### src/rtl/alu_pkg.sv
// Shared constants and types for the ALU op sequencer.
// ALU function codes, opcodes, FSM states and the decode bundle.
package alu_pkg;

  localparam logic [4:0] ALU_F_PASS = 5'b00000;
  localparam logic [4:0] ALU_F_ADD  = 5'b10010;
  localparam logic [4:0] ALU_F_SUB  = 5'b01100;
  localparam logic [4:0] ALU_F_NOT  = 5'b00001;
  localparam logic [4:0] ALU_F_XOR  = 5'b01111;
  localparam logic [4:0] ALU_F_AND  = 5'b10111;
  localparam logic [4:0] ALU_F_OR   = 5'b11101;
  localparam logic [4:0] ALU_F_SHL  = 5'b00001;
  localparam logic [4:0] ALU_F_SHR  = 5'b00000;

  localparam logic ALU_FSEL_181 = 1'b0;
  localparam logic ALU_FSEL_SHF = 1'b1;
  localparam logic ALU_CSEL_U   = 1'b0;
  localparam logic ALU_CSEL_F   = 1'b1;

  localparam logic [3:0] OP_MOV = 4'd0;
  localparam logic [3:0] OP_ADD = 4'd1;
  localparam logic [3:0] OP_ADC = 4'd2;
  localparam logic [3:0] OP_SUB = 4'd3;
  localparam logic [3:0] OP_SBC = 4'd4;
  localparam logic [3:0] OP_CMP = 4'd5;
  localparam logic [3:0] OP_NOT = 4'd6;
  localparam logic [3:0] OP_XOR = 4'd7;
  localparam logic [3:0] OP_AND = 4'd8;
  localparam logic [3:0] OP_OR  = 4'd9;
  localparam logic [3:0] OP_SHL = 4'd10;
  localparam logic [3:0] OP_SHR = 4'd11;

  typedef enum logic [1:0] {
    ST_IDLE = 2'd0,
    ST_EXEC = 2'd1,
    ST_RESP = 2'd2
  } state_e;

  typedef struct packed {
    logic [4:0] f;
    logic       fsel;
    logic       csel;
    logic       ucin;
    logic       upd_c;
    logic       upd_z;
    logic       wr;
    logic       err;
  } dec_t;

endpackage

### src/rtl/alu_op_decode.sv
// Opcode to ALU control / flag-update / writeback decode.
// Purely combinational; illegal opcodes decode to idle controls.
module alu_op_decode
  import alu_pkg::*;
(
  input  logic [3:0] op_i,
  output dec_t       dec_o
);

  always_comb begin
    dec_o = '{f: ALU_F_PASS, fsel: ALU_FSEL_181,
              csel: ALU_CSEL_U, ucin: 1'b0,
              upd_c: 1'b0, upd_z: 1'b0,
              wr: 1'b0, err: 1'b1};
    unique case (1'b1)
      (op_i == OP_MOV): begin
        dec_o.err = 1'b0;
        dec_o.wr  = 1'b1;
      end
      (op_i == OP_ADD),
      (op_i == OP_ADC): begin
        dec_o.f     = ALU_F_ADD;
        dec_o.csel  = (op_i == OP_ADC);
        dec_o.upd_c = 1'b1;
        dec_o.upd_z = 1'b1;
        dec_o.wr    = 1'b1;
        dec_o.err   = 1'b0;
      end
      (op_i == OP_SUB),
      (op_i == OP_SBC),
      (op_i == OP_CMP): begin
        // SUB/CMP force carry-in=1 so C means no borrow
        dec_o.f     = ALU_F_SUB;
        dec_o.csel  = (op_i == OP_SBC);
        dec_o.ucin  = (op_i != OP_SBC);
        dec_o.upd_c = 1'b1;
        dec_o.upd_z = 1'b1;
        dec_o.wr    = (op_i != OP_CMP);
        dec_o.err   = 1'b0;
      end
      (op_i == OP_NOT),
      (op_i == OP_XOR),
      (op_i == OP_AND),
      (op_i == OP_OR): begin
        dec_o.f     = (op_i == OP_NOT) ? ALU_F_NOT :
                      (op_i == OP_XOR) ? ALU_F_XOR :
                      (op_i == OP_AND) ? ALU_F_AND :
                                         ALU_F_OR;
        dec_o.upd_z = 1'b1;
        dec_o.wr    = 1'b1;
        dec_o.err   = 1'b0;
      end
      (op_i == OP_SHL),
      (op_i == OP_SHR): begin
        dec_o.f     = (op_i == OP_SHL) ? ALU_F_SHL
                                       : ALU_F_SHR;
        dec_o.fsel  = ALU_FSEL_SHF;
        dec_o.upd_z = 1'b1;
        dec_o.wr    = 1'b1;
        dec_o.err   = 1'b0;
      end
      default: ;
    endcase
  end

endmodule

### src/rtl/alu_op_seq.sv
// ALU op sequencer: issues one op to the ALU for a single cycle,
// captures result and C/Z flags, returns them via valid/ready.
module alu_op_seq
  import alu_pkg::*;
#(
  parameter int         WIDTH  = 16,
  parameter logic [4:0] IDLE_F = 5'b00000
) (
  input  logic             clk,
  input  logic             reset,
  input  logic             req_valid,
  output logic             req_ready,
  input  logic [3:0]       req_op,
  output logic             res_valid,
  input  logic             res_ready,
  output logic [WIDTH-1:0] res_y,
  output logic             res_wr,
  output logic             res_err,
  output logic [4:0]       alu_f,
  output logic             alu_fsel,
  output logic             alu_csel,
  output logic             alu_ucin,
  output logic             alu_fcin,
  input  logic [WIDTH-1:0] alu_y,
  input  logic             alu_cout,
  input  logic             alu_zout,
  input  logic             flags_we,
  input  logic [1:0]       flags_d,
  output logic             flag_c,
  output logic             flag_z
);

  state_e           state_q, state_d;
  logic [3:0]       op_q;
  logic [WIDTH-1:0] res_y_q;
  logic             res_wr_q, res_err_q;
  logic             c_q, z_q;
  dec_t             dec;

  alu_op_decode u_dec (
    .op_i  (op_q),
    .dec_o (dec)
  );

  always_ff @(posedge clk or posedge reset) begin
    if (reset) state_q <= ST_IDLE;
    else       state_q <= state_d;
  end

  always_comb begin
    state_d = state_q;
    unique case (state_q)
      ST_IDLE: if (req_valid) state_d = ST_EXEC;
      ST_EXEC: state_d = ST_RESP;
      ST_RESP: if (res_ready) state_d = ST_IDLE;
      default: state_d = ST_IDLE;
    endcase
  end

  always_comb begin
    req_ready = (state_q == ST_IDLE);
    res_valid = (state_q == ST_RESP);
    alu_f     = IDLE_F;
    alu_fsel  = ALU_FSEL_181;
    alu_csel  = ALU_CSEL_U;
    alu_ucin  = 1'b0;
    if (state_q == ST_EXEC && !dec.err) begin
      alu_f    = dec.f;
      alu_fsel = dec.fsel;
      alu_csel = dec.csel;
      alu_ucin = dec.ucin;
    end
  end

  always_ff @(posedge clk or posedge reset) begin
    if (reset) begin
      op_q      <= OP_MOV;
      res_y_q   <= '0;
      res_wr_q  <= 1'b0;
      res_err_q <= 1'b0;
      c_q       <= 1'b0;
      z_q       <= 1'b0;
    end else begin
      if (state_q == ST_IDLE) begin
        if (req_valid) op_q <= req_op;
        if (flags_we) begin
          c_q <= flags_d[1];
          z_q <= flags_d[0];
        end
      end
      // logic/shift ops leave a stale cout, so C is gated by upd_c
      if (state_q == ST_EXEC) begin
        res_y_q   <= alu_y;
        res_wr_q  <= dec.wr;
        res_err_q <= dec.err;
        if (dec.upd_c) c_q <= alu_cout;
        if (dec.upd_z) z_q <= alu_zout;
      end
    end
  end

  assign res_y    = res_y_q;
  assign res_wr   = res_wr_q;
  assign res_err  = res_err_q;
  assign flag_c   = c_q;
  assign flag_z   = z_q;
  assign alu_fcin = c_q;

endmodule

### config.mk
export PLATFORM = sky130hd
export DESIGN_NAME = alu_op_seq
export DESIGN_NICKNAME = d
export VERILOG_FILES = /design/src/rtl/alu_pkg.sv /design/src/rtl/alu_op_decode.sv /design/src/rtl/alu_op_seq.sv
export SDC_FILE = /design/constraint.sdc
export NUM_CORES = 1
export LEC_CHECK = 0
export CORE_UTILIZATION = 30
export CTS_BUF_LIST = sky130_fd_sc_hd__clkbuf_4
export DETAILED_ROUTE_END_ITERATION = 16
export GPL_TIMING_DRIVEN = 0
export PLACE_DENSITY = 0.61
export SYNTH_ARGS = -nofsm -noshare
export SYNTH_HDL_FRONTEND = slang
export SYNTH_SLANG_ARGS = --single-unit
### constraint.sdc
create_clock -name clk -period 2 [get_ports clk]
set_clock_uncertainty 0.1 [all_clocks]
set_input_delay 0.4 -clock clk [delete_from_list [all_inputs] [get_ports clk]]
set_output_delay 0.4 -clock clk [all_outputs]
set_load 0.01 [all_outputs]
======== Word-level counts from Yosys, hierarchy flattened ========
Cells that the tools add are included.
storage, ports and cells
  bits in registers ....................... 26
  bits of input ports ..................... 29
  output and inout bits ................... 31
operators by class
  eq/ne operators ......................... 17
  mux-type cells .......................... 26
  reductions and logical operators ........ 13
operator list
  operator                                                                  number
  5-bit one-hot mux with 4 select lines                                     1
  4-bit by 3-bit equality test with 1-bit output (second input constant)    4
  4-bit equality test (second input constant)                               4
  1-bit 2-to-1 mux                                                          16
  5-bit 2-to-1 mux                                                          3
  11-bit OR reduction                                                       1
  9-bit OR reduction                                                        1
  4-bit by 2-bit equality test with 1-bit output (second input constant)    2
  4-bit by 3-bit inequality test with 1-bit output (second input constant)  2
  2-bit one-hot mux with 3 select lines                                     1
  5-bit OR reduction                                                        1
  4-bit by 1-bit equality test with 1-bit output (second input constant)    1
  4-bit logical NOT                                                         1
  2-bit 2-to-1 mux                                                          2
  4-bit 2-to-1 mux                                                          1
  2-bit one-hot mux with 2 select lines                                     1
  2-bit AND reduction                                                       2
  2-bit OR reduction                                                        2
  4-bit OR reduction                                                        1
  3-bit OR reduction                                                        1
  2-bit by 1-bit equality test with 1-bit output (second input constant)    1
  2-bit equality test (second input constant)                               1
  2-bit logical NOT                                                         1
  2-bit by 1-bit inequality test with 1-bit output (second input constant)  1
  4 further kinds                                                           4

======== Longest topological paths before layout ========
Gate-level depths: netlist of the first run.
  depth after elaboration ................. 6
  depth in mapped cells ................... 5

======== Hierarchy ========
A second synthesis of the first run with hierarchy kept.
unflattened totals
  cells, all modules ...................... 146
  area, all modules ....................... 1283.7 µm²
by module, submodules not included
  module         times used  cells each  area an instance (µm²)
  alu_op_seq     1           115         1078.5
  alu_op_decode  1           31          205.2

======== Worst setup path after synthesis of the first run ========
OpenSTA, ideal clock, no wires.
  path type ............................... register to output
  from .................................... reg state_q[1]
  to ...................................... out alu_ucin
  data arrival time ....................... 1293 ps
  data required time ...................... 1500 ps
  slack ................................... 207 ps
  stages on the path, launching flop included .. 5
  path buffers ............................ 2
  cell sequence ........................... dfrtp_1 > nand2b_1 > buf_6 > buf_2 > nor4b_1
on the way
  longest elaborated chain between the ends .. 3
RTL lines
  what                                            line              RTL
  start: declaration                              alu_op_seq.sv:33  state_e state_q, state_d;
  start signal: assignment                        alu_op_seq.sv:47  else state_q <= state_d;
  2-bit by 1-bit equality test with 1-bit output  alu_op_seq.sv:67  if (state_q == ST_EXEC && !dec.err) begin
  1-bit logical AND                               alu_op_seq.sv:67
  1-bit 2-to-1 mux                                alu_op_seq.sv:67
  end: declaration                                alu_op_seq.sv:22  output logic alu_ucin,
No other way between the ends.

======== Worst setup path after layout of the first run ========
  from .................................... reg op_q[2]
  to ...................................... out alu_f[1]
on the way
  longest elaborated chain between the ends .. 6
  elaborated cells between the ends (all ways) .. 25
  those cells by class .................... eq/ne (11); mux (6); reduce/logical (8)
RTL lines
  what                                                                        line                                      RTL
  start: declaration                                                          alu_op_seq.sv:34                          logic [3:0] op_q;
  start signal: assignment                                                    alu_op_seq.sv:85                          if (req_valid) op_q <= req_op;
  4-bit equality test (tied with other cells)                                 alu_op_decode.sv:43, alu_op_decode.sv:47
  4-bit 2-to-1 mux (tied with other cells)                                    alu_op_decode.sv:47                       (op_i == OP_AND) ? ALU_F_AND :
  5-bit 2-to-1 mux or 2-bit one-hot mux with 2 select lines (tied branches)   alu_op_decode.sv:46, alu_op_decode.sv:15
  5-bit 2-to-1 mux or 1-bit logical NOT (tied branches)                       alu_op_decode.sv:45, alu_op_seq.sv:67
  5-bit one-hot mux with 4 select lines or 1-bit logical AND (tied branches)  alu_op_decode.sv:15, alu_op_seq.sv:67
  5-bit 2-to-1 mux (*)                                                        alu_op_seq.sv:67
  end: declaration                                                            alu_op_seq.sv:19                          output logic [4:0] alu_f,
Mark *: on every way between the ends. The rest lies on a longest branch, timed or not.

==> impl_metrics.env, run 1 <==
export IMPL_cp_top_family="simple AND/OR/NAND/NOR gates"
export IMPL_placedCellCount=213
export IMPL_max_stage_delay_ns=0.41
export IMPL_synth_largest_area_cell="dfrtp_1"
export IMPL_finalCritPeriodShare_pct=109.4
export IMPL_p_switching_mw=1.171
export IMPL_grt_usage_pct=15.14
export IMPL_violations="setup timing"
export IMPL_die_h_um=66.87
export IMPL_p_seq_share_pct=27.9
export IMPL_gp_congestion=0.7761
export IMPL_max_cap_violations=0
export IMPL_yosys_area_top_type_share_pct=51.54
export IMPL_gr_total_overflow=0
export IMPL_cp_end_kind="output pin"
export IMPL_finalWorstSetupSlack_ns=-0.1876
export IMPL_hold_buffers=0
export IMPL_synth_warning_count=0
export IMPL_die_w_um=66.87
export IMPL_cts_buffers_inserted=3
export IMPL_clock_latency_ns=0.32
export IMPL_clock_sinks=26
export IMPL_cp_required_ns=1.50
export IMPL_dieArea_mm2=0.004472
export IMPL_drv_slew=0
export IMPL_cts_tree="built"
export IMPL_syn_cell_area_mm2=0.001262
export IMPL_core_area_mm2=0.004029
export IMPL_drtPass1Iterations=4
export IMPL_slew_headroom_pct=35.12
export IMPL_grt_max_degree=27
export IMPL_outcome="complete, but fails checks"
export IMPL_path_clk_slew_ns=0.14
export IMPL_ant_nets=0
export IMPL_rows=23
export IMPL_fmax_ghz=0.4571
export IMPL_synth_distinct_cells=31
export IMPL_p_per_area_mw_per_mm2=1583
export IMPL_wl_um=3136
export IMPL_synth_seq_cells=26
export IMPL_p_leak_nw=0.9197
export IMPL_syn_area_per_cell_um2=12.14
export IMPL_grt_first_pass_wirelength_um=5071
export IMPL_wl_per_cell_um=13.69
export IMPL_clock_root_buffer="clkbuf_4"
export IMPL_fin_cells=229
export IMPL_numPortBuffers=59
export IMPL_sw_frac_of_total_pct=34.50
export IMPL_io_pin_count=60
export IMPL_drive_above_1_share_pct=39.11
export IMPL_dpl_worst_slack_ns=-0.3188
export IMPL_grt_pass1_vias=1144
export IMPL_critical_path_startpoint_type="flop"
export IMPL_critPathMaxFanout=3
export IMPL_cp_slowest_cell="dfrtp_1"
export IMPL_layout_nets=209
export IMPL_start_util_pct=31.34
export IMPL_final_common_cell="clkdlybuf4s50_1"
export IMPL_crit_chain="buf_4, buf_6, nand2b_4, or3_1, a31oi_1, buf_2"
export IMPL_seq_area_frac_synth_pct=51.54
export IMPL_hpwl_um=2165
export IMPL_power_internal_mw=2.224
export IMPL_ir_drop_mv=0.6362
export IMPL_p_clk_share_pct=10.5
export IMPL_viasPerCell=4.555
export IMPL_post_route_min_period_ns=2.188
export IMPL_drc=0
export IMPL_n_antenna_cell=0
export IMPL_drtIter0Drc=24
export IMPL_hp_class="flop to flop"
export IMPL_path_buf_inv=3
export IMPL_area_delta_synth_final_pct=69.87
export IMPL_cp_arrival_ns=1.69
export IMPL_crit_type="flop to output pin"
export IMPL_syn_nets=133
export IMPL_finalSetupViolCount=6
export IMPL_clock_path_buffers=2
export IMPL_synth_cells=104
export IMPL_rsz0062_at_grt="true"
export IMPL_vias=1043
export IMPL_finalHoldViolCount=0
export IMPL_cts_max_level=1
export IMPL_tightest_slew_ns=0.9721
export IMPL_antenna_found_initial=0
export IMPL_combPwrFrac_pct=61.6
export IMPL_synth_top_cells_by_area="dfrtp_1 (52%), mux2_2 (21%), nand2b_1 (2.5%)"
export IMPL_final_cell_mix="clkdlybuf4s50_1 (49), dfrtp_1 (26), mux2_2 (24), buf_4 (13), buf_2 (9)"
-- routing by layer --
| metal | GRT usage [%] | part of all wire [%] | vias to the layer above |
|---|---|---|---|
| met5 | 0 | 0 | - |
| met4 | 4.255 | 0.80 | 0 |
| met3 | 2.911 | 6.3 | 2 |
| met2 | 28.28 | 52 | 38 |
| met1 | 17.20 | 41 | 493 |
| li1 | - | - | 510 |
-- cell type report --
class,instances,area [um^2]
inverters,2,7.507
flip-flops and latches,26,650.6
clock buffers,3,22.52
well taps,50,62.56
repair buffers,73,660.6
fillers,375,1884
clock inverters,1,30.03
plain buffers,7,70.07
multi-input cells,67,640.6
-- synth_stat cells --
cell type and instances:
a2111oi_2 1, a21o_1 2, a21oi_1 2, a22oi_1 1
a31oi_1 1, and2_1 1, buf_2 4, buf_4 1
buf_6 1, clkbuf_1 3, dfrtp_1 26, inv_1 2
mux2_1 1, mux2_2 24, nand2_1 5, nand2b_1 5
nand3_1 1, nand3b_1 1, nand3b_4 1, nor2_1 4
nor2b_1 3, nor3_1 2, nor3b_1 1, nor4_1 1
nor4b_1 1, o21ai_0 3, or2b_1 1, or3_1 2
or4_4 1, xnor2_1 1, xor2_1 1
-- cell families after synthesis --
group                     after synthesis  synth area share [%]
and+or+nand+nor                        30                 14.77
AOI/OAI and AO/OA                      10                 5.450
xor gates and xnor gates                2                 1.388
muxes                                  25                 22.30
buffers and inverters                  11                 4.559
DFF                                    26                 51.54
-- flip-flops by register name (all words and copies together), names as in the netlist --
name      count
alu_fcin      1
flag_z        1
op_q          4
res_err       1
res_wr        1
res_y        16
state_q       2
-- power groups by stage --
| stage | sequential (mW) | combinational (mW) | clock, mW |
|---|---|---|---|
| after global placement | 0.951 | 1.63 | 0 |
| after detailed placement | 0.968 | 1.66 | 0 |
| after CTS | 0.941 | 1.97 | 0.371 |
| final | 0.948 | 2.09 | 0.357 |
| after floorplan | 1.04 | 0.830 | 0 |
| after global routing | 0.987 | 2.24 | 0.391 |
-- worst reg2reg max path: stages (launching register included) --
cell,delay [ns]
dfrtp_1,0.44
or4_4,0.57
nand3b_4,0.13
buf_4,0.12
mux2_1,0.30
-- what timing repair did --
action	4_1_cts	5_1_grt
buffers inserted	11	3
hold endpoints to repair	0	0
setup endpoints to repair	9	8
pin swaps	2	2
resized for setup	54	11
-- final timing paths --
kind,startpoint,to,slack [ns],cells after the start
max in group asynchronous,reset,op_q[1]$_DFFE_PP0P_,0.73,2
min in group asynchronous,reset,res_y[14]$_DFFE_PP0N_,0.49,2
max,op_q[2]$_DFFE_PP0P_,alu_f[1],-0.19,6
min,res_err$_DFFE_PP0N_,res_err$_DFFE_PP0N_,0.41,2
min reg2reg,res_err$_DFFE_PP0N_,res_err$_DFFE_PP0N_,0.41,2
max reg2reg,op_q[1]$_DFFE_PP0P_,flag_z$_DFF_PP0_,0.24,4
-- stage by stage --
| step | power (mW) | hold WS, ns | setup TNS (ns) | instance area, um^2 | util, % |
|---|---|---|---|---|---|
| after detailed placement | 2.625 | 0.3805 | -1.894 | 1916 | 47.55 |
| final | 3.395 | 0.4073 | -0.7689 | 2145 | 53.23 |
| after CTS | 3.281 | 0.4131 | -0.7930 | 2096 | 52.02 |
| after global routing | 3.615 | 0.4546 | -1.332 | 2145 | 53.23 |
| after floorplan | 1.875 | 0.3400 | 0 | 1262 | - |
| after global placement | 2.585 | 0.3712 | -1.704 | 1916 | 47.55 |
Power figures use the tool's default switching activity.
==> inputs of run 2 (changes only) <==
--- a/config.mk
+++ b/config.mk
@@ -5,6 +5,7 @@
 export SDC_FILE = /design/constraint.sdc
 export NUM_CORES = 1
 export LEC_CHECK = 0
+export CORE_ASPECT_RATIO = 1.75
 export CORE_UTILIZATION = 30
 export CTS_BUF_LIST = sky130_fd_sc_hd__clkbuf_4
 export DETAILED_ROUTE_END_ITERATION = 16
==> constraint.sdc (replaced) <==
create_clock -name clk -period 2.3 [get_ports clk]
set_clock_uncertainty 0.1 [all_clocks]
set_input_delay 0.46 -clock clk [delete_from_list [all_inputs] [get_ports clk]]
set_output_delay 0.46 -clock clk [all_outputs]
set_load 0.01 [all_outputs]
==> run 2 against run 1 <==
  * The flow now finishes without violations
  * Cell count shrank 4.4%
  * Routed wire length down 4.5%
  * Flip-flop and latch count unchanged
  * Hold slack worse by 0.0059 ns
  * Total power down 25%
  * Clock power decreased by 45%
  * Clock-buffer cell count unchanged
  * First-iteration DRC count is 54% lower
  * Sequential power is 13% lower
  * Critical path type unchanged
  * Critical endpoint unchanged
  * Highest routed layer unchanged
==> impl_metrics.env, run 2 (synthesis gave the netlist of run 1 again) <==
export IMPL_outcome="complete, no violations"
export IMPL_grt_max_degree=27
export IMPL_rows=30
export IMPL_crit_type="flop to output pin"
export IMPL_tightest_slew_ns=0.9488
export IMPL_largest_register_ffs=16
export IMPL_clock_sinks=26
export IMPL_wl_met1_um=1056
export IMPL_finalHoldViolCount=0
export IMPL_cts_tree="built"
export IMPL_drtPass1Iterations=2
export IMPL_cts_max_level=1
export IMPL_cp_end_kind="output pin"
export IMPL_max_cap_violations=0
export IMPL_ir_drop_mv=0.6858
export IMPL_critPathMaxFanout=4
export IMPL_final_cell_mix="clkdlybuf4s50_1 (51), dfrtp_1 (26), mux2_2 (24), buf_4 (6)"
export IMPL_n_antenna_cell=0
export IMPL_grt_usage_pct=14.82
export IMPL_core_area_mm2=0.003941
export IMPL_p_clk_share_pct=7.7
export IMPL_drtIter0Drc=11
export IMPL_highest_layer="met4"
export IMPL_io_pin_count=60
export IMPL_slew_headroom_pct=36.68
export IMPL_area_delta_synth_final_pct=56.29
export IMPL_grt_first_pass_wirelength_um=4905
export IMPL_clock_root_buffer="clkbuf_4"
export IMPL_p_per_area_mw_per_mm2=1298
export IMPL_wl_um=2994
export IMPL_finalPower_mw=2.562
export IMPL_final_common_cell="clkdlybuf4s50_1"
export IMPL_fmax_ghz=0.4469
export IMPL_die_w_um=51.04
export IMPL_hpwl_um=2326
export IMPL_wl_per_cell_um=13.67
export IMPL_p_leak_nw=0.8249
export IMPL_hold_buffers=0
export IMPL_die_h_um=87.82
export IMPL_clock_path_buffers=2
export IMPL_critical_path_startpoint_type="flop"
export IMPL_wl_met2_um=1769
export IMPL_viasPerCell=4.594
export IMPL_grt_pass1_vias=1104
export IMPL_cp_arrival_ns=1.68
export IMPL_vias=1006
export IMPL_post_route_min_period_ns=2.238
export IMPL_combPwrFrac_pct=59.9
export IMPL_clock_latency_ns=0.32
export IMPL_gr_total_overflow=0
export IMPL_drc=0
export IMPL_p_switching_uw=917.4
export IMPL_ant_nets=0
export IMPL_drive_above_1_share_pct=30.41
export IMPL_numPortBuffers=59
export IMPL_setup_tns_ns=0
export IMPL_drv_slew=0
export IMPL_start_util_pct=32.03
export IMPL_gp_congestion=0.7319
export IMPL_hp_class="flop to flop"
export IMPL_power_internal_mw=1.645
export IMPL_dieArea_mm2=0.004482
export IMPL_path_clk_slew_ns=0.14
export IMPL_wl_met3_um=125
export IMPL_cts_buffers_inserted=3
export IMPL_dpl_worst_slack_ns=-0.03144
export IMPL_layout_nets=201
export IMPL_finalSetupViolCount=0
export IMPL_finalWorstSetupSlack_ns=0.06222
export IMPL_antenna_found_initial=0
export IMPL_rsz0062_at_grt="true"
export IMPL_sw_frac_of_total_pct=35.81
export IMPL_finalCritPeriodShare_pct=97.29
export IMPL_cp_required_ns=1.74
export IMPL_p_seq_share_pct=32.3
[run 2: worst max-delay path, stage by stage (launching register included)]
cell	delay, ns
dfrtp_1	0.46
buf_6	0.14
nand2b_1	0.14
or3_1	0.31
a31oi_1	0.16
buf_2	0.15
[run 2: path summary, 6_finish.rpt]
| path | cells after the start | slack, ns | from | end |
|---|---|---|---|---|
| max | 5 | 0.06 | op_q[2]$_DFFE_PP0P_ | alu_f[1] |
| min | 2 | 0.40 | res_err$_DFFE_PP0N_ | res_err$_DFFE_PP0N_ |
| max reg2reg | 4 | 0.52 | op_q[2]$_DFFE_PP0P_ | flag_z$_DFF_PP0_ |
| min reg2reg | 2 | 0.40 | res_err$_DFFE_PP0N_ | res_err$_DFFE_PP0N_ |
| max in group asynchronous | 2 | 0.97 | reset | op_q[3]$_DFFE_PP0P_ |
| min in group asynchronous | 2 | 0.54 | reset | res_y[12]$_DFFE_PP0N_ |
[run 2: power groups by stage]
stage	combinational, mW	clock, mW	sequential [mW]
6_report	1.54	0.198	0.828
5_1_grt	1.66	0.217	0.862
4_1_cts	1.51	0.206	0.829
3_5_place_dp	1.45	0	0.842
3_3_place_gp	1.42	0	0.831
2_1_floorplan	0.722	0	0.908
[run 2: routing by layer]
layer  vias up  GRT usage [%]
li1        491              -
met1       480          15.41
met2        31          28.71
met3         4          1.910
met4         0          6.061
met5         -              0
[run 2: layout make-up]
cell class,instances,area (um^2)
flip-flops and latches,26,650.6
inverters,2,7.507
clock buffers,3,22.52
repair buffers,63,588.1
clock inverters,1,3.754
fillers,374,1968
multi-input cells,67,578.1
plain buffers,9,62.56
well taps,48,60.06
[run 2: through the flow]
stage	utilization [%]	hold WS [ns]	instances	cell area [um^2]
2_1_floorplan	-	0.4000	104	1262
3_3_place_gp	48.54	0.3775	211	1913
3_5_place_dp	48.54	0.3760	211	1913
4_1_cts	50.03	0.4072	218	1972
5_1_grt	50.06	0.4481	219	1973
6_report	50.06	0.4014	219	1973
[run 2: what timing repair did]
action,CTS,global route
gates resized for setup,28,12
pin swaps,2,1
setup buffers,3,1
gates cloned,0,0
endpoints found under the setup margin,8,7
